==> src/rtl/dcache_arb_pkg.sv <==
// rtl/dcache_arb_pkg.sv - shared types and constants for the data-cache memory arbiter
package dcache_arb_pkg;

    typedef enum logic {
        IDLE = 1'b0,
        BUSY = 1'b1
    } arb_state_e;

    localparam int STRB_WIDTH = 8;

endpackage

==> src/rtl/rr_arbiter.sv <==
// rtl/rr_arbiter.sv - combinational round-robin winner select
// Ports:
//   req_i  per-requester request vector
//   ptr_i  index of the last served requester; search starts at ptr_i+1
//   idx_o  winning requester index (0 when no request)
//   any_o  at least one request bit is set
module rr_arbiter #(
    parameter int NUM_CORES = 4,
    parameter int ID_WIDTH  = $clog2(NUM_CORES)
) (
    input  logic [NUM_CORES-1:0] req_i,
    input  logic [ID_WIDTH-1:0]  ptr_i,
    output logic [ID_WIDTH-1:0]  idx_o,
    output logic                 any_o
);

    // Walk from the farthest candidate (ptr itself) back to ptr+1 so the
    // last hit, i.e. the nearest set bit after ptr, wins.
    always_comb begin
        idx_o = '0;
        for (int i = NUM_CORES; i >= 1; i--) begin
            if (req_i[(int'(ptr_i) + i) % NUM_CORES]) begin
                idx_o = ID_WIDTH'((int'(ptr_i) + i) % NUM_CORES);
            end
        end
    end

    assign any_o = |req_i;

endmodule

==> src/rtl/dcache_mem_arbiter.sv <==
// rtl/dcache_mem_arbiter.sv - shares one downstream read and one write channel among data caches
// Ports:
//   i_clk, i_rst_n                      clock, synchronous active-low reset
//   i_rd_req/i_rd_addr, o_rd_done/data  per-core line-fill handshake
//   i_wr_valid/addr/data/strobe, o_wr_done  per-core write-through handshake
//   o_mem_read_*, i_mem_read_*          downstream read channel
//   o_mem_write_*, i_mem_write_done     downstream write channel
//   o_snoop_valid/addr/id               completed-write broadcast for LR/SC reservations
module dcache_mem_arbiter
    import dcache_arb_pkg::*;
#(
    parameter int  NUM_CORES       = 4,
    parameter int  ADDR_WIDTH      = 64,
    parameter int  CORE_DATA_WIDTH = 64,
    parameter int  AXI_DATA_WIDTH  = 256,
    localparam int ID_WIDTH        = $clog2(NUM_CORES)
) (
    input  logic                                 i_clk,
    input  logic                                 i_rst_n,
    input  logic [NUM_CORES-1:0]                 i_rd_req,
    input  logic [NUM_CORES*ADDR_WIDTH-1:0]      i_rd_addr,
    output logic [NUM_CORES-1:0]                 o_rd_done,
    output logic [AXI_DATA_WIDTH-1:0]            o_rd_data,
    input  logic [NUM_CORES-1:0]                 i_wr_valid,
    input  logic [NUM_CORES*ADDR_WIDTH-1:0]      i_wr_addr,
    input  logic [NUM_CORES*CORE_DATA_WIDTH-1:0] i_wr_data,
    input  logic [NUM_CORES*STRB_WIDTH-1:0]      i_wr_strobe,
    output logic [NUM_CORES-1:0]                 o_wr_done,
    output logic                                 o_mem_read_req,
    output logic [ADDR_WIDTH-1:0]                o_mem_read_address,
    input  logic                                 i_mem_read_done,
    input  logic [AXI_DATA_WIDTH-1:0]            i_mem_read_data,
    output logic                                 o_mem_write_valid,
    output logic [ADDR_WIDTH-1:0]                o_mem_write_address,
    output logic [CORE_DATA_WIDTH-1:0]           o_mem_write_data,
    output logic [STRB_WIDTH-1:0]                o_mem_write_strobe,
    input  logic                                 i_mem_write_done,
    output logic                                 o_snoop_valid,
    output logic [ADDR_WIDTH-1:0]                o_snoop_addr,
    output logic [ID_WIDTH-1:0]                  o_snoop_id
);

    arb_state_e rd_state_q, rd_state_d, wr_state_q, wr_state_d;
    logic [ID_WIDTH-1:0] rd_grant_q, rd_grant_d, rd_ptr_q, rd_ptr_d;
    logic [ID_WIDTH-1:0] wr_grant_q, wr_grant_d, wr_ptr_q, wr_ptr_d;
    logic [ID_WIDTH-1:0] rd_win, wr_win;
    logic                rd_any, wr_any;
    logic                snoop_valid_q, snoop_valid_d;
    logic [ADDR_WIDTH-1:0] snoop_addr_q, snoop_addr_d;
    logic [ID_WIDTH-1:0]   snoop_id_q, snoop_id_d;
    logic [ADDR_WIDTH-1:0] wr_addr_sel;

    rr_arbiter #(.NUM_CORES(NUM_CORES), .ID_WIDTH(ID_WIDTH)) u_rd_rr (
        .req_i (i_rd_req),
        .ptr_i (rd_ptr_q),
        .idx_o (rd_win),
        .any_o (rd_any)
    );

    rr_arbiter #(.NUM_CORES(NUM_CORES), .ID_WIDTH(ID_WIDTH)) u_wr_rr (
        .req_i (i_wr_valid),
        .ptr_i (wr_ptr_q),
        .idx_o (wr_win),
        .any_o (wr_any)
    );

    assign wr_addr_sel = i_wr_addr[int'(wr_grant_q)*ADDR_WIDTH +: ADDR_WIDTH];

    // State register
    always_ff @(posedge i_clk) begin
        if (!i_rst_n) begin
            rd_state_q    <= IDLE;
            wr_state_q    <= IDLE;
            rd_grant_q    <= '0;
            wr_grant_q    <= '0;
            rd_ptr_q      <= ID_WIDTH'(NUM_CORES - 1);
            wr_ptr_q      <= ID_WIDTH'(NUM_CORES - 1);
            snoop_valid_q <= 1'b0;
            snoop_addr_q  <= '0;
            snoop_id_q    <= '0;
        end else begin
            rd_state_q    <= rd_state_d;
            wr_state_q    <= wr_state_d;
            rd_grant_q    <= rd_grant_d;
            wr_grant_q    <= wr_grant_d;
            rd_ptr_q      <= rd_ptr_d;
            wr_ptr_q      <= wr_ptr_d;
            snoop_valid_q <= snoop_valid_d;
            snoop_addr_q  <= snoop_addr_d;
            snoop_id_q    <= snoop_id_d;
        end
    end

    // Next state. The pointer moves only at done, so the served core drops
    // to lowest priority and the FSM spends one IDLE cycle before regranting.
    always_comb begin
        rd_state_d    = rd_state_q;
        rd_grant_d    = rd_grant_q;
        rd_ptr_d      = rd_ptr_q;
        wr_state_d    = wr_state_q;
        wr_grant_d    = wr_grant_q;
        wr_ptr_d      = wr_ptr_q;
        snoop_valid_d = 1'b0;
        snoop_addr_d  = snoop_addr_q;
        snoop_id_d    = snoop_id_q;

        case (rd_state_q)
            IDLE: if (rd_any) begin
                rd_grant_d = rd_win;
                rd_state_d = BUSY;
            end
            BUSY: if (i_mem_read_done) begin
                rd_ptr_d   = rd_grant_q;
                rd_state_d = IDLE;
            end
            default: rd_state_d = IDLE;
        endcase

        case (wr_state_q)
            IDLE: if (wr_any) begin
                wr_grant_d = wr_win;
                wr_state_d = BUSY;
            end
            BUSY: if (i_mem_write_done) begin
                wr_ptr_d      = wr_grant_q;
                wr_state_d    = IDLE;
                snoop_valid_d = 1'b1;
                snoop_addr_d  = wr_addr_sel;
                snoop_id_d    = wr_grant_q;
            end
            default: wr_state_d = IDLE;
        endcase
    end

    // Outputs. Muxed fields are forced to 0 while IDLE; done arriving while
    // IDLE never reaches a core.
    always_comb begin
        o_mem_read_req      = 1'b0;
        o_mem_read_address  = '0;
        o_rd_done           = '0;
        o_rd_data           = '0;
        o_mem_write_valid   = 1'b0;
        o_mem_write_address = '0;
        o_mem_write_data    = '0;
        o_mem_write_strobe  = '0;
        o_wr_done           = '0;

        if (rd_state_q == BUSY) begin
            o_mem_read_req     = i_rd_req[rd_grant_q];
            o_mem_read_address = i_rd_addr[int'(rd_grant_q)*ADDR_WIDTH +: ADDR_WIDTH];
            if (i_mem_read_done) begin
                o_rd_done[rd_grant_q] = 1'b1;
                o_rd_data             = i_mem_read_data;
            end
        end

        if (wr_state_q == BUSY) begin
            o_mem_write_valid   = i_wr_valid[wr_grant_q];
            o_mem_write_address = wr_addr_sel;
            o_mem_write_data    = i_wr_data[int'(wr_grant_q)*CORE_DATA_WIDTH +: CORE_DATA_WIDTH];
            o_mem_write_strobe  = i_wr_strobe[int'(wr_grant_q)*STRB_WIDTH +: STRB_WIDTH];
            if (i_mem_write_done) begin
                o_wr_done[wr_grant_q] = 1'b1;
            end
        end
    end

    assign o_snoop_valid = snoop_valid_q;
    assign o_snoop_addr  = snoop_addr_q;
    assign o_snoop_id    = snoop_id_q;

endmodule

==> config.mk <==
export PLATFORM = sky130hd
export DESIGN_NAME = dcache_mem_arbiter
export DESIGN_NICKNAME = d
export VERILOG_FILES = /design/src/rtl/dcache_arb_pkg.sv /design/src/rtl/rr_arbiter.sv /design/src/rtl/dcache_mem_arbiter.sv
export SDC_FILE = /design/constraint.sdc
export NUM_CORES = 1
export LEC_CHECK = 0
export BUFFER_PORTS_ARGS = -buffer_cell sky130_fd_sc_hd__buf_2
export CORE_AREA = 5 5 627 629
export CTS_BUF_LIST = sky130_fd_sc_hd__clkbuf_4 sky130_fd_sc_hd__clkbuf_8
export DETAILED_ROUTE_END_ITERATION = 6
export DIE_AREA = 0 0 632 634
export GPL_ROUTABILITY_DRIVEN = 1
export GPL_TIMING_DRIVEN = 0
export PLACE_DENSITY_LB_ADDON = 0.15
export SLEW_MARGIN = 20
export SYNTH_ARGS = -nofsm -noshare
export SYNTH_HDL_FRONTEND = slang
export SYNTH_SLANG_ARGS = --single-unit
export TNS_END_PERCENT = 10
==> constraint.sdc <==
create_clock -name i_clk -period 1.75 [get_ports i_clk]
set_input_delay 0.175 -clock i_clk [delete_from_list [all_inputs] [get_ports i_clk]]
set_output_delay 0.175 -clock i_clk [all_outputs]
set_load 0.05 [all_outputs]
-- Word-level counts from Yosys, hierarchy flattened
Index checks and enable logic that the tools add are counted.
- register bits: 77
- input port bits: 1068
- output and inout port bits: 533
- word-level logic and storage cells: 119
- add/sub/neg operators: 8
- magnitude comparators: 12
- shift operators: 4
- mux-type cells: 59
- bitwise logic cells: 10
- reduce and logical (&&, ||, !) cells: 17
- operator list (operator ; count):
    256-bit by 9-bit variable part select with 64-bit output ; 3
    256-bit two-way mux ; 2
    64-bit two-way mux ; 3
    3-bit by 4-bit less-than comparator with 1-bit output, second input constant ; 8
    32-bit by 6-bit variable part select with 8-bit output ; 1
    1-bit two-way mux ; 27
    1-bit binary-select mux with 2-bit select ; 10
    2-bit two-way mux ; 8
    4-bit two-way mux ; 4
    2-bit OR reduction ; 8
    2-bit AND reduction ; 5
    2-bit by 1-bit adder with 2-bit output, second input constant ; 4
    2-bit adder, second input constant ; 4
    1-bit AND, first input constant ; 8
    8-bit two-way mux ; 1
    4-bit OR reduction ; 2
    2-bit by 3-bit less-than comparator with 1-bit output, second input constant ; 2
    1-bit demux with 2-bit select ; 2
    2-bit by 1-bit >= comparator with 1-bit output, second input constant ; 2
    1-bit one-hot mux with 2 select lines ; 2
    1-bit logical AND ; 2
    1-bit inverter ; 2

-- Logic depth before layout (Yosys ltp)
- depth after elaboration: 10
- mapped depth: 6
- mapped depth without buffers: 3

-- Hierarchy
A second synthesis with hierarchy kept.
- cell total of the unflattened synthesis: 1229
- area total of the unflattened synthesis: 11327.1 µm²
- by module, submodules not included (module ; times used ; cells each ; area each (µm²) ; seq. area each (µm²)):
    dcache_mem_arbiter ; 1 ; 1201 ; 11144.4 ; 1541.5
    rr_arbiter ; 2 ; 14 ; 91.3 ; 0.0

-- Least setup slack after synthesis
OpenSTA, ideal clock, no wires.
- path kind: flip-flop to output port
- from: reg rd_state_q
- to: out o_rd_done[1]
- arrival time: 2.160 ns
- data required time: 1.575 ns
- path slack: -0.585 ns
- stages on the path, launching flop included: 5
- buffers on the path: 2
- path through: dfxtp_1 > clkbuf_1 > clkbuf_1 > nand2_1 > nor3b_1
- word-level cells in the longest chain between the ends: 1
- RTL lines (what ; line ; text):
    from (decl) ; dcache_mem_arbiter.sv:43 ; arb_state_e rd_state_q, rd_state_d, wr_state_q, wr_state_d;
    from (signal assigned) ; dcache_mem_arbiter.sv:82 ; rd_state_q <= rd_state_d;
    4-bit two-way mux ; dcache_mem_arbiter.sv:148 ; if (rd_state_q == BUSY) begin
    to (decl) ; dcache_mem_arbiter.sv:22 ; output logic [NUM_CORES-1:0] o_rd_done,
Every way passes these cells.

-- Final worst setup path
- from: reg wr_grant_q[0]
- to: out o_mem_write_strobe[0]
- word-level cells in the longest chain between the ends: 2
- RTL lines (what ; line ; text):
    from (decl) ; dcache_mem_arbiter.sv:45 ; logic [ID_WIDTH-1:0] wr_grant_q, wr_grant_d, wr_ptr_q, wr_ptr_d;
    from (signal assigned) ; dcache_mem_arbiter.sv:85 ; wr_grant_q <= wr_grant_d;
    32-bit by 6-bit variable part select with 8-bit output ; dcache_mem_arbiter.sv:161 ; o_mem_write_strobe = i_wr_strobe[int'(wr_grant_q)*STRB_WIDTH +: STRB_WIDTH];
    8-bit two-way mux ; dcache_mem_arbiter.sv:157 ; if (wr_state_q == BUSY) begin
    to (decl) ; dcache_mem_arbiter.sv:36 ; output logic [STRB_WIDTH-1:0] o_mem_write_strobe,
Every way passes these cells.

==> results_dict.tcl <==
set metrics [dict create \
    crit_family "multiplexers" \
    finalClockSkew_ps 64.3 \
    rsz0062_at_grt "yes" \
    worst-setup-path-type "reg -> out" \
    dieArea_um2 401000 \
    antenna_found_initial 199 \
    synth_fp_nets 2082 \
    hold_ws_ps 75.5 \
    slew_violations 0 \
    die_y_um 634 \
    start_kind "register" \
    setup_viol 533 \
    reg2reg_to "o_snoop_addr[35]" \
    grt_first_pass_wirelength_mm 314 \
    path_clk_slew_ps 170 \
    cts_made_buffers 9 \
    drc 0 \
    cpMaxStageDelayCell "mux4_2" \
    io_buffers 1599 \
    synth_simple_gate_area_frac 0.289 \
    htree_levels 3 \
    hold_path_class "in -> reg" \
    synthFlopType "dfxtp_1" \
    finalWorstSetupSlack_ps -1010 \
    violations "negative setup slack" \
    fin_crit_sh 1.58 \
    wl_per_cell_um 34.2 \
    drt-total-wl_mm 273 \
    cp.required_ps 1570 \
    die_w_um 632 \
    routed_via_density 2.31 \
    synth_area_um2 10600 \
    synth-compound-area-share 0.0693 \
    yosys.area_share.adder 0 \
    synth_area_per_cell_um2 10.4 \
    grt_pass1_vias 18779 \
    whs_endpoint "wr_grant_q[0]" \
    vias 18460 \
    max_slew_margin 0.449 \
    critPathBufInv 4 \
    seq_area_um2 1560 \
    path_cells "buf_12 -> buf_16 -> buf_16 -> mux4_2 -> and2_4 -> buf_12" \
    fmax_ghz 0.363 \
    grt_max_degree 17 \
    peakVddDrop_uv 400 \
    status "finished, violations left" \
    cp_max_fo 6 \
    synth_cell_types 33 \
    finish.instance_area_um2 30800 \
    root_buffer "clkbuf_8" \
    cts_sinks 77 \
    worst_slew_pin_slew_ps 826 \
    place.gp.congestion 0.991 \
    syn_to_final_growth_pct 191 \
    drtIter0Drc 1247 \
    cellPowerDensity_nw_per_um2 558 \
    clk_latency_ps 510 \
    r2r_start "wr_state_q" \
    synth_top_family_by_area "multiplexers" \
    overflow 0 \
    synth-seq-cells 77 \
    min_path_cells 2 \
    async_flop_share 0 \
    min-delay-start "i_rst_n" \
    r2r_cells 5 \
    multiInputGateArea_um2 9040 \
    core_area_um2 387000 \
    synth_warnings 0 \
    ant_nets 0 \
    cts_tree "yes" \
    cts_max_path_buffers 2 \
    postSynthCellCount 1014 \
    synth_mux_area_frac 0.432 \
    power_leakage_nw 13.3 \
    drive_above_1_share 0.815 \
    post_synth_xor_area_fraction 0 \
    start_util 0.0273 \
    nets 3789 \
    place_area_um2 25200 \
    dp_hpwl_mm 257 \
    maxCapViolations 0 \
    end_kind "output pin" \
    synth_seq_area_share 0.146 \
    regToRegSetupSlack_ps -400 \
    groute.usage.overall 0.129 \
    pin_count 1601 \
    dr.pass1.iters 4 \
    preCtsSetupSlack_ps -1800 \
    synth_edf_count 0 \
    hold_viol 0 \
    num-fill-cells 45596 \
    cpPeakStageDelay_ps 690 \
    rows 229 \
    fin_crit_ps 2760 \
    final.setup.tns_ps -287750 \
    cp.arrival_ps 2580 \
]
-- routing by layer --
layer  vias up  GRT usage  wire length, um
li1       7499          -                -
met1      9241      0.138            99400
met2      1319      0.198           118000
met3       309      0.105            48000
met4        92     0.0265             7190
met5         -          0              621
-- what timing repair did --
item	in CTS	in global routing
resized for setup	745	602
cloned	5	5
setup buffers	34	38
endpoints found under the hold margin	11	0
hold buffers	12	0
pin swaps	32	30
setup endpoints to repair	543	536
-- worst max path at each step --
| stage | startpoint | end | slack [ps] | depth (start not counted) |
|---|---|---|---|---|
| 3_5_place_dp | rd_state_q | o_mem_read_address[61] | -1800 | 5 |
| 6_report | wr_grant_q[0] | o_mem_write_strobe[0] | -1010 | 6 |
| 5_1_grt | wr_grant_q[0] | o_mem_write_strobe[0] | -1170 | 6 |
| 4_1_cts | wr_grant_q[0] | o_mem_write_strobe[0] | -1190 | 6 |
| 3_3_place_gp | wr_state_q | o_mem_write_data[62] | -3270 | 5 |
| 2_1_floorplan | wr_grant_q[1] | o_wr_done[0] | -280 | 4 |
-- state kept, by name (all words and copies together) (netlist names) --
register / count
wr_ptr_q: 2
rd_state_q: 1
o_snoop_addr: 64
rd_ptr_q: 2
rd_grant_q: 2
o_snoop_valid: 1
o_snoop_id: 2
wr_state_q: 1
wr_grant_q: 2
-- kinds of logic (layout without fill, tap and decap cells) --
family | after synthesis | count (layout)
and+or+nand+nor | 497 | 497
muxes | 204 | 204
buffers and inverters | 150 | 1862
AOI/OAI and AO/OA | 86 | 86
DFF | 77 | 77
other | 0 | 68
-- worst register-to-register path, delay by kind of cell, from the launching register on --
kind	cells	cell delay, ps
AO/OA/AOI/OAI	2	590
buffers and inverters	3	1100
flip-flops	1	360
-- cell usage in the layout, fill, tap and decap left out, types with 3 or more instances in the layout --
| cell | instances |
|---|---|
| buf_2 | 1363 |
| mux4_2 | 202 |
| and3_1 | 200 |
| buf_12 | 151 |
| and2_4 | 144 |
| buf_6 | 107 |
| dfxtp_1 | 72 |
| diode_2 | 68 |
| buf_4 | 66 |
| a22o_1 | 64 |
| and2_1 | 58 |
| and3_4 | 50 |
| clkbuf_1 | 42 |
| buf_8 | 30 |
| clkbuf_2 | 21 |
| buf_16 | 16 |
| clkbuf_8 | 15 |
| clkbuf_4 | 15 |
| dlygate4sd3_1 | 12 |
| clkbuf_16 | 10 |
| nand2_1 | 10 |
| and3_2 | 7 |
| nand3_1 | 6 |
| inv_1 | 5 |
| o32ai_1 | 4 |
| nand2b_1 | 3 |
| a21oi_1 | 3 |
| nor2b_1 | 3 |
| dfxtp_4 | 3 |
-- area by class of cell --
| type | instances | share of cell area |
|---|---|---|
| Buffer | 143 | 0.0456 |
| Inverter | 6 | 0.000732 |
| Sequential cell | 77 | 0.0505 |
| Clock buffer | 9 | 0.00403 |
| Clock inverter | 7 | 0.00297 |
| Tap cell | 5197 | 0.211 |
| Timing Repair Buffer | 1697 | 0.386 |
| Multi-Input combinational cell | 787 | 0.294 |
| Antenna cell | 68 | 0.00553 |
-- cells in the mapped netlist, drive strengths merged (3+ instances only) --
| cell | instances | area share |
|---|---|---|
| nand2 | 11 | 0.0039 |
| a22o | 64 | 0.053 |
| nor2 | 4 | 0.0014 |
| a21oi | 4 | 0.0019 |
| buf | 49 | 0.028 |
| dfxtp | 77 | 0.15 |
| clkbuf | 95 | 0.034 |
| nand2b | 3 | 0.0018 |
| o32ai | 4 | 0.0033 |
| mux4 | 202 | 0.43 |
| and2 | 203 | 0.12 |
| inv | 6 | 0.0021 |
| nor2b | 3 | 0.0018 |
| and3 | 257 | 0.15 |
| nor3 | 3 | 0.0014 |
| nand3 | 7 | 0.0033 |
-- power breakdown --
part | total (W) | leakage (nW) | internal (W) | switching [W]
combinational | 0.0132 | 12.5 | 0.00492 | 0.00831
sequential | 0.00195 | 0.632 | 0.00187 | 0.0000798
clock | 0.00198 | 0.106 | 0.000694 | 0.00128
-- through the flow --
step / power [W] / instances / utilization
5_1_grt: 0.0181 / 7939 / 0.0791
4_1_cts: 0.0170 / 7880 / 0.0737
3_3_place_gp: 0.0132 / 7810 / 0.0648
6_report: 0.0172 / 7991 / 0.0794
3_5_place_dp: 0.0133 / 7815 / 0.0651
2_1_floorplan: 0.00712 / 1014 / -
Power figures use the tool's default switching activity.
